<file path="config.mk">
export PLATFORM = sky130hd
export DESIGN_NAME = logic_monostable_n
export DESIGN_NICKNAME = d
export VERILOG_FILES = /design/src/rtl/logic_monostable_n.sv
export SDC_FILE = /design/constraint.sdc
export NUM_CORES = 1
export LEC_CHECK = 0
export ABC_CLOCK_PERIOD_IN_PS = 3900
export CORE_MARGIN = 8
export CORE_UTILIZATION = 40
export DETAILED_ROUTE_END_ITERATION = 12
export GPL_ROUTABILITY_DRIVEN = 0
export GPL_TIMING_DRIVEN = 0
export HOLD_SLACK_MARGIN = 0.03
export SLEW_MARGIN = 5
export SYNTH_ARGS = -nofsm -noshare
export SYNTH_HDL_FRONTEND = slang
export SYNTH_SLANG_ARGS = --single-unit
export TNS_END_PERCENT = 100
</file>
<file path="constraint.sdc">
create_clock -name CLK -period 3.9 [get_ports CLK]
set_input_delay 0.585 -clock CLK [delete_from_list [all_inputs] [get_ports CLK]]
set_output_delay 0.585 -clock CLK [all_outputs]
set_load 0.03 [all_outputs]
</file>
<file path="src/rtl/logic_monostable_n.sv">
// logic_monostable_n: multi-channel clock-synchronous one-shot.
// Each channel fires on the rising edge of T = ~nA & B & nR and holds Q high
// for exactly PW clock cycles, counted by a down-counter. RETRIG selects, per
// channel, whether a trigger during a pulse reloads the counter.
module logic_monostable_n #(
  parameter int                  CHANNELS = 2,
  parameter int                  WIDTH    = 16,
  parameter logic [CHANNELS-1:0] RETRIG   = {CHANNELS{1'b0}}
) (
  input  logic                      CLK,
  input  logic                      nRST,
  input  logic [CHANNELS-1:0]       nA,
  input  logic [CHANNELS-1:0]       B,
  input  logic [CHANNELS-1:0]       nR,
  input  logic [CHANNELS*WIDTH-1:0] PW,
  output logic [CHANNELS-1:0]       Q,
  output logic [CHANNELS-1:0]       nQ,
  output logic [CHANNELS-1:0]       TRIG
);

  localparam logic [WIDTH-1:0] ONE = {{(WIDTH-1){1'b0}}, 1'b1};

  for (genvar gi = 0; gi < CHANNELS; gi++) begin : g_ch
    logic             t;
    logic             t_prev_reg;
    logic             trig_event;
    logic             accept;
    logic [WIDTH-1:0] pw;
    logic             q_reg;
    logic             q_next;
    logic             trig_reg;
    logic             trig_next;
    logic [WIDTH-1:0] cnt_reg;
    logic [WIDTH-1:0] cnt_next;

    assign pw         = PW[gi*WIDTH +: WIDTH];
    assign t          = ~nA[gi] & B[gi] & nR[gi];
    assign trig_event = t & ~t_prev_reg;
    // A zero length never starts a pulse; a busy non-retriggerable channel
    // ignores triggers up to and including its terminal-count cycle.
    assign accept     = trig_event & (pw != '0) & (~q_reg | RETRIG[gi]);

    // Next-state: clear beats trigger beats terminal count beats countdown.
    always_comb begin
      q_next    = q_reg;
      cnt_next  = cnt_reg;
      trig_next = 1'b0;
      if (!nR[gi]) begin
        q_next   = 1'b0;
        cnt_next = '0;
      end else if (accept) begin
        q_next    = 1'b1;
        cnt_next  = pw - ONE;
        trig_next = 1'b1;
      end else if (q_reg && (cnt_reg == '0)) begin
        q_next = 1'b0;
      end else if (q_reg) begin
        cnt_next = cnt_reg - ONE;
      end
    end

    // State register; T history resets high so a trigger level held
    // through reset must be released and re-applied before it fires.
    always_ff @(posedge CLK or negedge nRST) begin
      if (!nRST) begin
        t_prev_reg <= 1'b1;
        q_reg      <= 1'b0;
        cnt_reg    <= '0;
        trig_reg   <= 1'b0;
      end else begin
        t_prev_reg <= t;
        q_reg      <= q_next;
        cnt_reg    <= cnt_next;
        trig_reg   <= trig_next;
      end
    end

    assign Q[gi]    = q_reg;
    assign nQ[gi]   = ~q_reg;
    assign TRIG[gi] = trig_reg;
  end

endmodule
</file>
==> results of run 1 <==
==> where the power goes <==
| part | switching, uW | total, uW | internal (uW) |
|---|---|---|---|
| Clock | 154 | 296 | 142 |
| Combinational | 254 | 450 | 196 |
| Sequential | 40.0 | 469 | 429 |
| Total | 448 | 1220 | 768 |
==> cell usage in the layout, fill, tap and decap left out, drive strengths merged, types with 17 or more instances in the layout <==
cell,n
nor4,17
clkdlybuf4s50,37
nand2,18
nor3,25
o21ai,19
xnor2,20
nor2,42
dfrtp,36
a21oi,21
buf,23
==> final cells by class <==
type	count	area (um^2)	share of cell area [%]
Clock buffer	6	82.58	2.149
Buffer	17	120.1	3.126
Clock inverter	2	12.51	0.3256
Sequential cell	38	953.4	24.81
Multi-Input combinational cell	281	1952	50.80
Tap cell	99	123.9	3.224
Timing Repair Buffer	56	558.0	14.52
Inverter	10	40.04	1.042
==> timing repair <==
action / 4_1_cts / 5_1_grt
buffers inserted: 6 / 4
gates resized for setup: 20 / 15
setup endpoints to repair: 10 / 8
pin swaps: 4 / 8
==> cells by family (layout without fill, tap and decap cells) <==
kind of cell,after synthesis,count (layout),synth area share (%)
compound gates,94,94,22.76
xor+xnor,26,26,7.815
fa+ha+maj,2,2,0.8586
buf+inv,28,91,5.282
flops,38,38,32.72
mux,6,6,2.147
simple gates,153,153,28.42
==> synth_stat cells, types with 5 or more instances <==
cell type	count
nand4_1	5
buf_2	6
a211oi_1	10
clkbuf_1	5
nand3_1	7
xnor2_1	20
nand2_1	18
xor2_1	6
inv_1	8
o22ai_1	5
nor2_1	41
a21oi_1	20
o211ai_1	9
nor3_1	25
or4_1	6
buf_4	5
or3_1	9
o21ai_0	13
nor4_1	16
dfrtp_1	36
==> worst min path at each step <==
stage | start | to | slack [ns]
after floorplan | nRST | g_ch[0].cnt_reg[0] | 0.29
after global placement | g_ch[0].cnt_reg[14] | g_ch[0].cnt_reg[14] | 0.56
after detailed placement | nRST | g_ch[0].cnt_reg[15] | 0.48
after CTS | nRST | g_ch[0].cnt_reg[15] | 0.15
after global routing | nRST | g_ch[0].cnt_reg[5] | 0.15
final | nRST | g_ch[0].cnt_reg[15] | 0.15
==> metrics by stage <==
step / hold slack [ns] / std cells / setup slack, ns / power [uW]
3_5_place_dp: 0.4793 / 492 / -0.9057 / 892.6
5_1_grt: 0.1546 / 509 / -0.0003455 / 1289
6_report: 0.1525 / 509 / 0.1536 / 1215
3_3_place_gp: 0.5586 / 491 / -0.9500 / 888.0
4_1_cts: 0.1484 / 505 / -0.03015 / 1214
2_1_floorplan: 0.2894 / 347 / 0.05735 / 743.2
==> per-layer routing <==
metal	wire, um	track usage, %
met1	3823	21.66
met2	4227	30.01
met3	502	3.505
met4	174	6.873
met5	0	0
==> worst max-delay path: stages <==
cell	delay, ns
clkdlybuf4s50_1	0.47
or3_4	0.42
nor4_4	0.28
a21o_1	0.26
inv_4	0.05
clkbuf_8	0.17
nand2_1	0.09
a21boi_2	0.15
ha_2	0.20
or3b_4	0.42
nor2_4	0.16
nand2_1	0.09
o31a_2	0.31
o31ai_4	0.18
a21oi_1	0.07
==> flow_metrics.tcl, run 1 <==
set metrics [dict create \
    grt_max_degree 30 \
    synthFlopType "dfrtp_1" \
    finalCritPeriodShare_pct 96.06 \
    r2r-end "g_ch[0].cnt_reg[14]" \
    critPathCapture "g_ch[0].cnt_reg[14]" \
    dpl.hpwl_mm 6.564 \
    viasPerCell 5.800 \
    fmax_ghz 0.2669 \
    finClkSkew_ns 0.01045 \
    utilization_pct 53.84 \
    die_area_mm2 0.01027 \
    overflow 0 \
    initial_core_util_pct 40.83 \
    cellPowerDensity_mw_per_mm2 316.2 \
    rows 31 \
    synth_nets 389 \
    clk_pin_slew_worst_paths_ns 0.08 \
    wirelength_mm 8.728 \
    required_ns 4.08 \
    post_drt_wl_per_cell_um 17.15 \
    synthDistinctLibCells 64 \
    clkSinkCount 38 \
    endpoint_kind "flop" \
    yosys_warnings 0 \
    ctsHoldBuffers 0 \
    antennaDiodeCount 0 \
    worst_r2r_path_depth 12 \
    synth_top_cell_by_area "dfrtp_1" \
    route.detailed.drc 0 \
    die_x_um 101.4 \
    drv_cap 0 \
    syn_inst 347 \
    min_path_type "primary input to asynchronous set/reset pin" \
    design.core.area_mm2 0.007137 \
    fin_area_mm2 0.003842 \
    ys_ff_latch 38 \
    r2r_slack_ns 0.68 \
    async_flop_share_pct 100.0 \
    drive_above_1_share_pct 18.05 \
    power.leakage_uw 0.001577 \
    die_h_um 101.4 \
    placed_cell_area_mm2 0.003505 \
    grtUsageTotal_pct 17.76 \
    cts_tree "yes" \
    fin_tns_setup_ns 0 \
    vias 2952 \
    htree_num_levels 2 \
    nets 451 \
    antenna_found_initial 0 \
    synth.cell_area_mm2 0.002914 \
    cts_root_buffer "clkbuf_8" \
    route.antenna.remaining_nets 0 \
    layout-area-overhead-vs-synth_pct 31.86 \
    arrival_ns 3.93 \
    cts_buffers 5 \
    synth_edf_count 0 \
    worst_pin_slew_ns 0.5617 \
    cp-startpoint "PW[6]" \
    setup_viol 0 \
    fillers 699 \
    ys_seq_area_share_pct 32.72 \
    ios 46 \
    avgSynthCellArea_um2 8.398 \
    drv_slew 0 \
    synthTopCellsByArea "dfrtp_1, xnor2_1, nor2_1" \
    vdd_drop_max_mv 0.1274 \
    status "finished clean" \
    synth_top_area_share_pct 30.91 \
    grt_first_pass_wirelength_mm 14.67 \
    clock_latency_ns 0.30 \
    numPortBuffers 45 \
    drt_pass1_iterations 4 \
    rr_startpoint "g_ch[0].q_reg" \
    drt_iter0_markers 165 \
    period_minus_slack_ns 3.746 \
    start_kind "primary input" \
    grt_pass1_vias 2986 \
    clockBufferDepth 2 \
    largest_reg_flops 32 \
    cp_max_fo 10 \
    critical_path_class "primary input to flop" \
    slew_headroom_pct 62.21 \
    hold_violations 0 \
]
Note: power is estimated with default switching activity, not from simulation.
==> inputs of run 2 (changes only) <==
--- a/config.mk
+++ b/config.mk
@@ -7,4 +7,5 @@
 export LEC_CHECK = 0
 export ABC_CLOCK_PERIOD_IN_PS = 3900
+export CORE_ASPECT_RATIO = 1.2
 export CORE_MARGIN = 8
 export CORE_UTILIZATION = 40
==> constraint.sdc (replaced) <==
create_clock -name CLK -period 3.9 [get_ports CLK]
set_input_delay 0.585 -clock CLK [delete_from_list [all_inputs] [get_ports CLK]]
set_output_delay 0.585 -clock CLK [all_outputs]
set_load 0.01 [all_outputs]
==> run 2 against run 1 <==
Total power increased by 11%. Hold slack got worse by 0.012 ns. Clock skew about the same. Maximum frequency decreased by 0.85%. Sequential share of layout area decreased by 0.26 points. Clock power increased by 44%. Clock-buffer cell count unchanged. Via count increased by 1.3%. Critical path type unchanged.
==> flow_metrics.tcl, run 2 (synthesized netlist as in run 1, its figures left out) <==
set metrics [dict create \
    status "finished clean" \
    min_path_type "primary input to asynchronous set/reset pin" \
    drv_cap 0 \
    wl_met1_mm 3.709 \
    grtUsageTotal_pct 18.58 \
    required_ns 4.10 \
    ctsHoldBuffers 0 \
    clkSinkCount 38 \
    htree_num_levels 2 \
    fmax_ghz 0.2647 \
    grt_first_pass_wirelength_mm 15.25 \
    clock_latency_ns 0.29 \
    most-common-layout-cells "nor2_1, dfrtp_1, clkdlybuf4s50_1" \
    die_area_mm2 0.01028 \
    critPathTopFamily "simple AND/OR/NAND/NOR gates" \
    cts_tree "yes" \
    setup_viol 0 \
    antennaDiodeCount 0 \
    arrival_ns 3.97 \
    antenna_found_initial 0 \
    drt_iter0_markers 117 \
    start_kind "primary input" \
    dr.max_layer_used "met4" \
    critical_path_class "primary input to flop" \
    max_stage_delay_ns 0.47 \
    finalCritPeriodShare_pct 96.88 \
    drive_above_1_share_pct 18.31 \
    vdd_drop_max_mv 0.2058 \
    dpl.cell_count 483 \
    die_x_um 93.92 \
    cp_max_fo 10 \
    clockBufferDepth 2 \
    path_cells "clkdlybuf4s50_1, or3_4, or4_1, o21ai_4, inv_2, buf_2, nand2_1, a21boi_1, ha_2, nand2b_2, nor4_4, nor4bb_4, xor2_1, nor2_1, a211oi_1" \
    overflow 0 \
    clk_pin_slew_worst_paths_ns 0.09 \
    cp_slowest_cell "or4_1" \
    cts_root_buffer "clkbuf_8" \
    instances_no_fill 505 \
    largest_reg_flops 32 \
    period_minus_slack_ns 3.778 \
    drt_pass1_iterations 4 \
    grt_max_degree 32 \
    post_drt_wl_per_cell_um 18.27 \
    viasPerCell 5.921 \
    initial_core_util_pct 40.77 \
    endpoint_kind "flop" \
    layout_commonest_cell "nor2_1" \
    slew_headroom_pct 58.21 \
    worst_pin_slew_ns 0.6221 \
    die_h_um 109.5 \
    cts_buffers 5 \
    numPortBuffers 45 \
    route.detailed.drc 0 \
    power.leakage_uw 0.001615 \
    route.antenna.remaining_nets 0 \
    ios 46 \
    rows 34 \
    path_buf_inv 3 \
    fin_tns_setup_ns 0 \
    hold_violations 0 \
    routed-wl-met3_um 461 \
    wirelength_mm 9.225 \
    vias 2990 \
    cellPowerDensity_mw_per_mm2 346.5 \
    dpl.hpwl_mm 6.868 \
    layout-area-overhead-vs-synth_pct 33.28 \
    nets 456 \
    route.met2.wl_mm 4.622 \
    finClkSkew_ns 0.01062 \
    utilization_pct 54.34 \
    grt_pass1_vias 3126 \
    design.core.area_mm2 0.007147 \
    drv_slew 0 \
]
-- run 2: final timing paths --
kind / from / end / slack [ns] / cells past startpoint
setup / recovery: PW[18] / g_ch[1].cnt_reg[14] / 0.12 / 15
hold / removal: nRST / g_ch[0].cnt_reg[9] / 0.14 / 1
setup reg to reg: g_ch[0].q_reg / g_ch[0].cnt_reg[14] / 0.67 / 12
hold reg to reg: g_ch[0].cnt_reg[14] / g_ch[0].cnt_reg[14] / 0.57 / 2
max in group asynchronous: nRST / g_ch[1].t_prev_reg / 3.24 / 2
min in group CLK: g_ch[0].cnt_reg[14] / g_ch[0].cnt_reg[14] / 0.57 / 2
-- run 2: timing repair --
action,4_1_cts,5_1_grt
endpoints found under the setup margin,9,9
pin swaps,7,8
hold endpoints to repair,0,0
gates resized for setup,20,12
buffers inserted,9,6
-- run 2: cell type report --
type                       count  area [um^2]
buffer                        17        116.4
clock buffer                   6        82.58
clock inverter                 2        60.06
fill                         699         3263
inverter                      10        40.04
multi-input combinational    281         1924
sequential                    38        953.4
tap                           90        112.6
timing repair buffer          61        594.3
-- run 2: power breakdown --
group	switching [uW]	internal (uW)	total (uW)
Combinational	251	201	452
Clock	151	273	425
Sequential	39.6	429	469
-- run 2: per-layer routing --
layer / track usage, % / vias up
met5: 0 / -
met4: 11.58 / 0
met3: 3.484 / 36
met2: 32.26 / 107
met1: 20.52 / 1392
li1: - / 1455
-- run 2: metrics by stage --
stage / setup slack [ns] / hold WS (ns) / cell area (um^2) / total power (uW)
after floorplan: 0.05735 / 0.2894 / 2915 / 737.7
final: 0.1215 / 0.1408 / 3884 / 1346
after global routing: -0.004708 / 0.1374 / 3884 / 1418
after detailed placement: -0.9893 / 0.4668 / 3493 / 889.1
after global placement: -0.9863 / 0.5541 / 3478 / 882.4
after CTS: 0.03247 / 0.1376 / 3797 / 1337
